===== src/rtl/fpu_pkg.sv =====
// Shared FPU types and single-precision defaults used by the divider and its bus.
package fpu_pkg;

    localparam int          FP_EXP_W  = 8;
    localparam int          FP_FRAC_W = 23;
    localparam int          FP_BIAS   = 127;
    localparam logic [31:0] FP_QNAN   = 32'h7FC0_0000;

    typedef enum logic [1:0] {
        IDLE,
        ITER,
        ROUND,
        DONE
    } fdiv_state_e;

    typedef struct packed {
        logic nv;
        logic dz;
        logic of;
        logic uf;
    } fflags_t;

endpackage


===== src/rtl/fdiv_seq_if.sv =====
// Operand/result handshake bundle between the FPU execute stage and the divider.
interface fdiv_seq_if #(
    parameter int EXP_W  = fpu_pkg::FP_EXP_W,
    parameter int FRAC_W = fpu_pkg::FP_FRAC_W
);
    import fpu_pkg::*;

    localparam int W = 1 + EXP_W + FRAC_W;

    logic         in_valid;
    logic         in_ready;
    logic [W-1:0] x1;
    logic [W-1:0] x2;
    logic         out_valid;
    logic         out_ready;
    logic [W-1:0] y;
    fflags_t      flags;

    modport master (
        output in_valid, x1, x2, out_ready,
        input  in_ready, out_valid, y, flags
    );

    modport slave (
        input  in_valid, x1, x2, out_ready,
        output in_ready, out_valid, y, flags
    );

endinterface


===== src/rtl/fdiv_step.sv =====
// One restoring-division step: conditional subtract of the divisor, then shift left.
module fdiv_step #(
    parameter int RW = 25
) (
    input  logic [RW-1:0] r,
    input  logic [RW-1:0] d,
    output logic [RW-1:0] r_next,
    output logic          q
);
    logic [RW-1:0] diff;

    always_comb begin
        q      = (r >= d);
        diff   = q ? (r - d) : r;
        r_next = diff << 1;
    end

endmodule


===== src/rtl/fdiv_seq.sv =====
// Multi-cycle IEEE-754 divider: restoring mantissa division, STEPS quotient bits per clock,
// round-to-nearest-even, denormal flush on input and output.
module fdiv_seq
    import fpu_pkg::*;
#(
    parameter int EXP_W  = FP_EXP_W,
    parameter int FRAC_W = FP_FRAC_W,
    parameter int STEPS  = 2
) (
    input logic       clk,
    input logic       rst,
    fdiv_seq_if.slave bus
);
    localparam int W     = 1 + EXP_W + FRAC_W;
    localparam int QB    = FRAC_W + 3;
    localparam int ITERS = (QB + STEPS - 1) / STEPS;
    localparam int RW    = FRAC_W + 2;
    localparam int CW    = $clog2(ITERS + 1);
    localparam int EW    = EXP_W + 2;
    localparam int BIAS  = (1 << (EXP_W - 1)) - 1;

    localparam logic signed [EW-1:0] BIAS_S = EW'(BIAS);
    localparam logic signed [EW-1:0] ONE_S  = EW'(1);
    localparam logic signed [EW-1:0] ZERO_S = '0;
    localparam logic signed [EW-1:0] EMAX_S = EW'((1 << EXP_W) - 1);
    localparam logic [W-1:0]         QNAN   = {1'b0, {EXP_W{1'b1}}, 1'b1, {(FRAC_W-1){1'b0}}};

    function automatic logic rne_up(input logic g, input logic s, input logic lsb);
        return g & (s | lsb);
    endfunction

    fdiv_state_e       state, state_nx;
    logic [CW-1:0]     cnt;
    logic              accept;
    logic              sgn;
    logic [EXP_W-1:0]  exp1, exp2;
    logic [RW-1:0]     rem, div;
    logic [QB-1:0]     quo;
    logic [W-1:0]      res_y;
    fflags_t           res_flags;

    logic              s1, s2, nan1, nan2, inf1, inf2, zero1, zero2, sgn_in;
    logic [EXP_W-1:0]  ex1, ex2;
    logic [FRAC_W-1:0] fr1, fr2;

    assign {s1, ex1, fr1} = bus.x1;
    assign {s2, ex2, fr2} = bus.x2;
    assign nan1   = (&ex1) & (|fr1);
    assign nan2   = (&ex2) & (|fr2);
    assign inf1   = (&ex1) & ~(|fr1);
    assign inf2   = (&ex2) & ~(|fr2);
    // A zero exponent covers denormals too, so they are treated as signed zero.
    assign zero1  = ~(|ex1);
    assign zero2  = ~(|ex2);
    assign sgn_in = s1 ^ s2;
    assign accept = bus.in_valid & (state == IDLE);

    logic         spec_hit;
    logic [W-1:0] spec_y;
    fflags_t      spec_flags;

    always_comb begin
        spec_hit   = 1'b1;
        spec_y     = QNAN;
        spec_flags = '0;
        if (nan1 | nan2) begin
            spec_y = QNAN;
        end else if ((zero1 & zero2) | (inf1 & inf2)) begin
            spec_flags.nv = 1'b1;
        end else if (zero2) begin
            spec_y        = {sgn_in, {EXP_W{1'b1}}, {FRAC_W{1'b0}}};
            spec_flags.dz = 1'b1;
        end else if (inf1) begin
            spec_y = {sgn_in, {EXP_W{1'b1}}, {FRAC_W{1'b0}}};
        end else if (zero1 | inf2) begin
            spec_y = {sgn_in, {(W-1){1'b0}}};
        end else begin
            spec_hit = 1'b0;
        end
    end

    // Step chain; steps past QB in the final cycle pass R and Q through untouched.
    logic [RW-1:0] r_ch [STEPS+1];
    logic [QB-1:0] q_ch [STEPS+1];

    assign r_ch[0] = rem;
    assign q_ch[0] = quo;

    for (genvar gi = 0; gi < STEPS; gi++) begin : g_step
        logic [RW-1:0] r_nx;
        logic          qb;
        logic          en;

        fdiv_step #(.RW(RW)) u_step (
            .r      (r_ch[gi]),
            .d      (div),
            .r_next (r_nx),
            .q      (qb)
        );

        assign en           = (int'(cnt) * STEPS + gi) < QB;
        assign r_ch[gi + 1] = en ? r_nx : r_ch[gi];
        assign q_ch[gi + 1] = en ? {q_ch[gi][QB-2:0], qb} : q_ch[gi];
    end

    logic                 hi, g, st;
    logic [FRAC_W:0]      mant;
    logic [FRAC_W+1:0]    mant_r;
    logic [FRAC_W-1:0]    frac;
    logic signed [EW-1:0] e_pre, e_fin;
    logic [W-1:0]         rnd_y;
    fflags_t              rnd_flags;

    always_comb begin
        hi        = quo[QB-1];
        mant      = hi ? quo[QB-1:2] : quo[QB-2:1];
        g         = hi ? quo[1] : quo[0];
        st        = (hi & quo[0]) | (|rem);
        e_pre     = signed'({2'b00, exp1}) - signed'({2'b00, exp2}) + BIAS_S - (hi ? ZERO_S : ONE_S);
        mant_r    = {1'b0, mant} + {{(FRAC_W+1){1'b0}}, rne_up(g, st, mant[0])};
        frac      = mant_r[FRAC_W+1] ? mant_r[FRAC_W:1] : mant_r[FRAC_W-1:0];
        e_fin     = e_pre + (mant_r[FRAC_W+1] ? ONE_S : ZERO_S);
        rnd_y     = {sgn, e_fin[EXP_W-1:0], frac};
        rnd_flags = '0;
        if (e_fin >= EMAX_S) begin
            rnd_y        = {sgn, {EXP_W{1'b1}}, {FRAC_W{1'b0}}};
            rnd_flags.of = 1'b1;
        end else if (e_fin <= ZERO_S) begin
            rnd_y        = {sgn, {(W-1){1'b0}}};
            rnd_flags.uf = 1'b1;
        end
    end

    always_comb begin
        state_nx = state;
        case (state)
            IDLE:    if (bus.in_valid) state_nx = spec_hit ? DONE : ITER;
            ITER:    if (cnt == CW'(ITERS - 1)) state_nx = ROUND;
            ROUND:   state_nx = DONE;
            DONE:    if (bus.out_ready) state_nx = IDLE;
            default: state_nx = IDLE;
        endcase
    end

    always_ff @(posedge clk or posedge rst) begin
        if (rst) begin
            state     <= IDLE;
            cnt       <= '0;
            res_y     <= '0;
            res_flags <= '0;
        end else begin
            state <= state_nx;
            if (accept)
                cnt <= '0;
            else if (state == ITER)
                cnt <= cnt + CW'(1);
            if (accept && spec_hit) begin
                res_y     <= spec_y;
                res_flags <= spec_flags;
            end else if (state == ROUND) begin
                res_y     <= rnd_y;
                res_flags <= rnd_flags;
            end
        end
    end

    always_ff @(posedge clk) begin
        if (accept) begin
            sgn  <= sgn_in;
            exp1 <= ex1;
            exp2 <= ex2;
            rem  <= {1'b0, 1'b1, fr1};
            div  <= {1'b0, 1'b1, fr2};
            quo  <= '0;
        end else if (state == ITER) begin
            rem <= r_ch[STEPS];
            quo <= q_ch[STEPS];
        end
    end

    assign bus.in_ready  = (state == IDLE);
    assign bus.out_valid = (state == DONE);
    assign bus.y         = res_y;
    assign bus.flags     = res_flags;

endmodule


===== src/flat_wrapper.sv =====
// flat-port wrapper written by rule: the top's interface ports become plain ports
module fdiv_seq_flat import fpu_pkg::*;
#(
    parameter int EXP_W  = FP_EXP_W,
    parameter int FRAC_W = FP_FRAC_W,
    parameter int STEPS  = 2
)
  (clk, rst, bus_in_valid, bus_x1, bus_x2, bus_out_ready, bus_in_ready, bus_out_valid, bus_y, bus_flags);
  fdiv_seq_if #(.EXP_W(EXP_W), .FRAC_W(FRAC_W)) bus_i ();
  input logic clk;
  input logic rst;
  input wire logic [$bits(bus_i.in_valid)-1:0] bus_in_valid;
  input wire logic [$bits(bus_i.x1)-1:0] bus_x1;
  input wire logic [$bits(bus_i.x2)-1:0] bus_x2;
  input wire logic [$bits(bus_i.out_ready)-1:0] bus_out_ready;
  output wire logic [$bits(bus_i.in_ready)-1:0] bus_in_ready;
  output wire logic [$bits(bus_i.out_valid)-1:0] bus_out_valid;
  output wire logic [$bits(bus_i.y)-1:0] bus_y;
  output wire logic [$bits(bus_i.flags)-1:0] bus_flags;
  assign bus_i.in_valid = bus_in_valid;
  assign bus_i.x1 = bus_x1;
  assign bus_i.x2 = bus_x2;
  assign bus_i.out_ready = bus_out_ready;
  assign bus_in_ready = bus_i.in_ready;
  assign bus_out_valid = bus_i.out_valid;
  assign bus_y = bus_i.y;
  assign bus_flags = bus_i.flags;
  fdiv_seq #(.EXP_W(EXP_W), .FRAC_W(FRAC_W), .STEPS(STEPS)) u_core (.clk(clk), .rst(rst), .bus(bus_i));
endmodule

===== config.mk =====
export PLATFORM = sky130hd
export DESIGN_NAME = fdiv_seq_flat
export DESIGN_NICKNAME = d
export VERILOG_FILES = /design/src/rtl/fpu_pkg.sv /design/src/rtl/fdiv_seq_if.sv /design/src/rtl/fdiv_step.sv /design/src/rtl/fdiv_seq.sv /design/src/flat_wrapper.sv
export SDC_FILE = /design/constraint.sdc
export NUM_CORES = 1
export LEC_CHECK = 0
export ABC_AREA = 1
export CAP_MARGIN = 20
export CORE_AREA = 2 2 139 141
export CTS_CLUSTER_SIZE = 25
export DETAILED_ROUTE_END_ITERATION = 7
export DIE_AREA = 0 0 141 143
export GPL_TIMING_DRIVEN = 1
export PLACE_DENSITY = 0.86
export SYNTH_ARGS = -nofsm -noshare
export SYNTH_HDL_FRONTEND = slang
export SYNTH_SLANG_ARGS = --single-unit

===== constraint.sdc =====
create_clock -name clk -period 14.5 [get_ports clk]
set_clock_uncertainty 0.15 [all_clocks]
set_input_delay 2.9 -clock clk [delete_from_list [all_inputs] [get_ports clk]]
set_output_delay 2.9 -clock clk [all_outputs]
set_load 0.03 [all_outputs]

== Word level (Yosys, flattened, before mapping) ==
Cells that the tools add are included.
W data, S select, Z words.
Storage, ports and cells
  logic and storage cells: 113
  register bits: 133
  input bits: 68
Operators by class
  add/sub/neg operators: 9
  muxes and demuxes: 43
  reductions and logical operators: 14
  equal/unequal tests: 7
  magnitude comparators: 6
  bitwise gates (word level): 19
Operators with widths (number)
  $mux W32: 7
  $mux W24: 3
  $mux W23: 3
  $mux W31: 2
  $mux W26: 2
  $ge A25 B24 Y1: 2
  $mux W25: 2
  $sub A24 B24 Y24: 2
  $reduce_or A23 Y1: 2
  $lt A32 B6 Y1 const B: 1
  $add A24 B1 Y25: 1
  $reduce_or A25 Y1: 1
  $mux W4: 4
  $reduce_and A8 Y1: 2
  $reduce_or A8 Y1: 2
  $mux W1: 14
  $add A10 B10 Y10: 1
  $add A10 B8 Y10 const B: 1
  $ge A10 B9 Y1 const B: 1
  $le A10 B1 Y1 const B: 1
  $mux W2: 5
  $sub A10 B10 Y10: 1
  $and A1 B1 Y1: 9
  $sub A8 B8 Y9: 1
  17 further kinds: 28

== Depth between registers and ports, before layout ==
Gate-level depths: netlist (run 1).
  depth in word-level cells: 12
  gate-level depth with buffers: 32

== Hierarchy ==
Synthesis (run 1) repeated with hierarchy kept, for this count alone.
Unflattened totals
  cell total of the unflattened synthesis: 2203
  area total of the unflattened synthesis: 13321.5 µm²
Modules (own cells, without submodules)
  fdiv_seq: cells each 1221, instances 1, area each 8579.5 µm²
  fdiv_step: cells each 491, instances 2, area each 2371.0 µm²

== Worst setup path after synthesis (run 1) ==
Ideal clock, no wire load.
  path type: input to register
  start point: input bus_in_valid
  end point: register u_core.div[0], enable pin
  data arrival time: 4.430 ns
  buffers on the path: 1
  path slack: 9.501 ns
  stages on the path: 3
  cell sequence: nand2_1 > clkinv_1 > clkbuf_1
On the way
  longest elaborated chain between the ends: 1
RTL lines
  start, declared: line flat_wrapper.sv:12  | input wire logic [$bits(bus_i.in_valid)-1:0] bus_in_valid;
  $and A1 B1 Y1: line fdiv_seq.sv:56  | assign accept = bus.in_valid & (state == IDLE);
  named net u_core.accept: line fdiv_seq.sv:34  | logic accept;
  end signal, assigned: line fdiv_seq.sv:173  | div <= {1'b0, 1'b1, fr2};
  end, declared: line fdiv_seq.sv:37  | logic [RW-1:0] rem, div;
The timed path passes the listed nets, and every way through them passes these cells.
A chain may end at the register's enable or synchronous reset.

== Worst setup path in the final report (run 1) ==
  start point: input bus_in_valid
  end point: register u_core.res_y[29], in the netlist u_core.bus.y[29]
On the way
  longest elaborated chain between the ends: 3
  elaborated cells between the ends (all ways): 4
  classes of those cells: mux (1); bitwise (1); reduce/logical (2)
RTL lines
  $and A1 B1 Y1 *: line fdiv_seq.sv:56
  $logic_and A1 B1 Y1 *: line fdiv_seq.sv:157  | if (accept && spec_hit) begin
  $mux W32 or $reduce_bool A2 Y1 (tied branches)
  end signal, assigned: line fdiv_seq.sv:158  | res_y <= spec_y;
  end signal, assigned: line fdiv_seq.sv:161  | res_y <= rnd_y;
  end, declared: line fdiv_seq.sv:39  | logic [W-1:0] res_y;
Mark *: on every way between the ends. The rest lies on a longest branch, timed or not.

==> results.cfg, run 1 <==
[die]
fp.dieArea_mm2 = 0.0202
initial_core_util_pct = 63.2
die_x_um = 141
coreArea_mm2 = 0.0186
io_pins = 106
chipHeight_um = 143
num_rows = 50

[detailed_routing]
routed_via_density = 5.74
drt_iter0_drc = 1131
route.detailed.drc = 0
vias = 12000
drt_pre_antenna_iters = 5
ant_nets = 0
drt-total-wl_um = 33400
routedWlPerCell_um = 16.0

[run_status]
status = completed

[synthesis]
ys_ff_latch = 133
syn_nets = 1912
ys_warn_count = 0
synth_edf_count = 63
synth_seq_area_share_pct = 29.8
ys.flop_type = edfxtp_1
netlist_area_mm2 = 0.0118
avgSynthCellArea_um2 = 6.64
synthArstFlopShare_pct = 31.6
synthCells = 1769
ys_types = 52

[setup_path]
arrival_ns = 6.76
critPathMaxFanout = 66
startpoint_type = input port
cp.required_ns = 14.64
crit_type = in2reg
end_kind = flop

[clock_network]
clk_latency_ns = 0.43
clkSinkCount = 133
cts_resized = 0
clkSlewWorstSetupHoldPaths_ns = 0.06
cts.path.max_buffers = 2
cts_max_level = 4
numCtsBuffers = 17
cts_setup_buffers = 0
root_buffer = clkbuf_16
cts_hold_buf = 0
cts_tree = built

[global_routing]
grt-ovfl-total = 0
use_met1_pct = 47.9
grt_max_degree = 67
top_usage_layer = met2
use_met3_pct = 4.66
gr-usage-met2_pct = 54.4
antenna_found_initial = 0
grt_pass1_wl_um = 54300
grt_pass1_vias = 11100
grtUsageTotal_pct = 33.8

[cells_and_area]
diodes = 0
final_cell_mix = nand2_1 (538), inv_1 (217), nand3_1 (132)
area_growth_pct = 14.7
drive_above_1_share_pct = 5.48
fillers = 1497
final_nets = 1991
final_common_cell = nand2_1

[sta]
period_minus_slack_ns = 6.62
slew_headroom_pct = 33.6
tightest_slew_ns = 0.995
period_share_pct = 45.7
setup_tns_ns = 0
hold_viol = 0
rsz0062_at_grt = false
finalWorstSetupSlack_ns = 7.88
slew_viol_final = 0
setup_viol = 0
max_freq_mhz = 151

[worst_hold_path]
hold_path.class = reg2reg

[job]
max-cap-violations = 0

[placement]
pre_cts_ws_ns = 7.50
port_buffers = 105
gp_congestion = 1.01
hpwl_um = 25600
[cell type report]
type,count,area (µm²),share of cell area [%]
multi-input cells,1351,7110,52.8
clock inverters,14,153,1.13
flip-flops and latches,133,3500,26.0
clock buffers,18,429,3.18
repair buffers,114,1120,8.30
well taps,234,293,2.17
inverters,231,870,6.45
[worst max-delay path, cell delays in order]
cell,delay [ns]
clkdlybuf4s50_1,0.53
nand2_1,0.07
buf_4,0.25
inv_2,0.07
buf_4,0.60
nand2_1,0.59
nand2_1,0.48
inv_1,0.51
nor2_1,0.57
a21oi_1,0.16
[logic make-up after synthesis]
family | count (synthesis) | synth area share [%]
DFF | 133 | 29.8
adders and majority gates | 75 | 8.30
buffers and inverters | 285 | 9.71
AOI/OAI and AO/OA | 278 | 12.7
and+or+nand+nor | 945 | 35.5
xor gates and xnor gates | 53 | 3.95
[final timing paths]
check,endpoint,from,cells after the start,slack (ns)
max reg2reg,u_core.bus.y[29],u_core.quo[25],24,8.39
min,u_core.bus.y[5],u_core.bus.y[5],2,0.34
min in group asynchronous,u_core.bus.y[3],rst,3,2.75
max,u_core.bus.y[29],bus_in_valid,10,7.88
max in group asynchronous,u_core.state[1],rst,3,11.09
min reg2reg,u_core.bus.y[5],u_core.bus.y[5],2,0.34
[stage by stage]
step                      std cells  cell area, µm²  hold WS [ns]  util (%)
after global placement         2063           12900         0.318      69.4
after CTS                      2095           13500         0.337      72.6
after detailed placement       2063           12900         0.321      69.4
final                          2095           13500         0.337      72.6
after global routing           2095           13500         0.373      72.6
after floorplan                1769           11800         0.328         -
[cells in the mapped netlist (3+ instances only)]
cell	n	area, µm²
nand2_1	538	2020
inv_1	217	815
nand3_1	132	661
nor2_1	129	484
o21ai_0	117	586
a21oi_1	94	470
ha_1	70	876
edfxtp_1	63	1890
nand4_1	46	288
dfrtp_1	42	1050
o21ai_1	31	155
dfxtp_1	28	561
clkbuf_1	27	101
xor2_1	27	236
xnor2_1	26	228
nor3_1	19	95.1
nor4_1	19	119
or2_2	18	113
nand3b_1	14	105
buf_2	13	65.1
inv_2	11	41.3
nor2_2	10	62.6
o21bai_1	9	67.6
buf_4	8	60.1
a21boi_0	5	37.5
fa_1	5	100
nand2_2	5	31.3
a31oi_1	4	25.0
nand3_4	4	70.1
o211ai_1	4	30.0
buf_1	3	11.3
buf_6	3	33.8
[routing by layer]
metal  part of all wire, %  vias up  routed length [µm]
li1                      -     5976                   -
met3                   9.2       57                3080
met2                    45      580               15000
met1                    44     5412               14700
met5                     0        -                   0
met4                   2.1        0                 712
[flip-flops by register name, summed over array words and instances, names as in the netlist]
signal and flops:
u_core.quo 26, u_core.cnt 4, u_core.state 2, u_core.div 23, u_core.bus.y 32, u_core.rem 25, u_core.exp2 8, u_core.bus.flags 4
u_core.sgn 1, u_core.exp1 8
Power of run 1 is not shown: default switching activity piles up to over one toggle a cycle in this logic, so the estimate is an artifact.
==> run 2: changes to the inputs <==
Settings changed: CORE_AREA 2 2 139 141 to 2 2 143 145, DIE_AREA 0 0 141 143 to 0 0 145 147, PLACE_DENSITY 0.86 to 0.82.
Clock period 14.5 ns to 6.3 ns, I/O delays scaled along.
==> results.cfg, run 2 (synthesis results as in run 1) <==
[detailed_routing]
vias = 12200
drt_pre_antenna_iters = 6
ant_nets = 0
drt_iter0_drc = 1079
routedWlPerCell_um = 16.2
routed_via_density = 5.70
drt-total-wl_um = 34700
route.detailed.drc = 0

[cells_and_area]
final_cell_mix = nand2_1 (538), inv_1 (217), nand3_1 (132)
area_growth_pct = 15.3
largest_register_ffs = 32
final_common_cell = nand2_1
final_nets = 1995
seq_area_mm2 = 0.00350
fillers = 1786
multi_input_area_mm2 = 0.00711
diodes = 0
drive_above_1_share_pct = 5.79

[sta]
period_share_pct = 87.4
tightest_slew_ns = 0.984
hold_viol = 0
period_minus_slack_ns = 5.51
max_freq_mhz = 182
setup_tns_ns = 0
slew_viol_final = 0
rsz0062_at_grt = false
slew_headroom_pct = 34.3
setup_viol = 0

[setup_path]
cp.required_ns = 6.52
critPathMaxFanout = 20
r2r_cells = 27
startpoint_type = flop
arrival_ns = 5.72
crit_type = reg2reg
end_kind = flop

[clock_network]
cts.path.max_buffers = 2
clk_latency_ns = 0.43
cts_resized = 0
numCtsBuffers = 17
clkSinkCount = 133
root_buffer = clkbuf_16
cts_hold_buf = 0
cts_setup_buffers = 0
cts_max_level = 4
clkSlewWorstSetupHoldPaths_ns = 0.07
cts_tree = built

[placement]
gp_congestion = 0.995
hpwl_um = 26800
port_buffers = 105

[worst_hold_path]
worst_hold_path.num_cells = 2
hold_path.class = reg2reg

[global_routing]
antenna_found_initial = 0
grt-ovfl-total = 0
grt_pass1_vias = 11000
grt_max_degree = 66
grt_pass1_wl_um = 55500
grtUsageTotal_pct = 32.3

[run_status]
status = completed

[die]
coreArea_mm2 = 0.0198
io_pins = 106
die_x_um = 145
initial_core_util_pct = 59.2
chipHeight_um = 147
fp.dieArea_mm2 = 0.0213
num_rows = 52

[job]
max-cap-violations = 0
[run 2: cell count changes in the layout (fill, tap and decap cells not counted), sizes merged]
cell | before | now
clkbuf | 18 | 20
clkinv | 5 | 4
buf | 9 | 13
inv | 234 | 237
clkinvlp | 4 | 1
bufinv | 2 | 1
[run 2: stage by stage]
step / hold WS (ns) / utilization [%] / std cells / setup slack [ns] / instance area (µm²)
finish: 0.332 / 68.3 / 2135 / 0.794 / 13500
global route: 0.357 / 68.3 / 2135 / 0.289 / 13500
floorplan: 0.328 / - / 1769 / 1.69 / 11800
CTS: 0.334 / 68.3 / 2135 / 0.843 / 13500
detailed placement: 0.315 / 65.4 / 2103 / 0.863 / 13000
global placement: 0.317 / 65.4 / 2103 / 0.997 / 13000
[run 2: path summary, 6_finish.rpt]
kind	start	to	slack, ns
setup / recovery	u_core.quo[25]	u_core.bus.y[20]	0.79
hold / removal	u_core.bus.y[6]	u_core.bus.y[6]	0.33
setup reg to reg	u_core.quo[25]	u_core.bus.y[20]	0.79
hold reg to reg	u_core.bus.y[6]	u_core.bus.y[6]	0.33
max in group asynchronous	rst	u_core.bus.y[13]	4.49
min in group asynchronous	rst	u_core.bus.y[7]	1.12
[run 2: area by class of cell]
class | count | share of cell area, %
clock buffers | 20 | 3.41
clock inverters | 12 | 0.840
inverters | 231 | 6.42
multi-input cells | 1351 | 52.5
flip-flops and latches | 133 | 25.9
well taps | 270 | 2.49
repair buffers | 118 | 8.48
[run 2: metal layers]
layer  GRT usage, %  share of wire (%)
met4           9.65                2.2
met3           4.91                9.3
met1           46.0                 44
met2           51.2                 44
met5              0                  0
[run 2: worst max-delay path, stage by stage, from the launching register on]
cell	delay, ns
dfxtp_1	0.66
nand2_1	0.12
o21ai_1	0.13
nand2_1	0.16
inv_1	0.10
ha_1	0.20
nand4_1	0.15
nor2_2	0.16
nand2_2	0.12
inv_2	0.13
nand4_1	0.10
nor3_1	0.14
nand4_1	0.11
nor4_1	0.26
fa_1	0.27
ha_1	0.17
inv_1	0.06
fa_1	0.40
o21ai_1	0.23
a21oi_1	0.09
o21bai_1	0.19
and2_1	0.15
nor2_1	0.04
nand2_1	0.12
nand2_1	0.37
nor2_2	0.43
nand4_1	0.14
nand2_1	0.09
Power of run 2 is left out for the same reason.
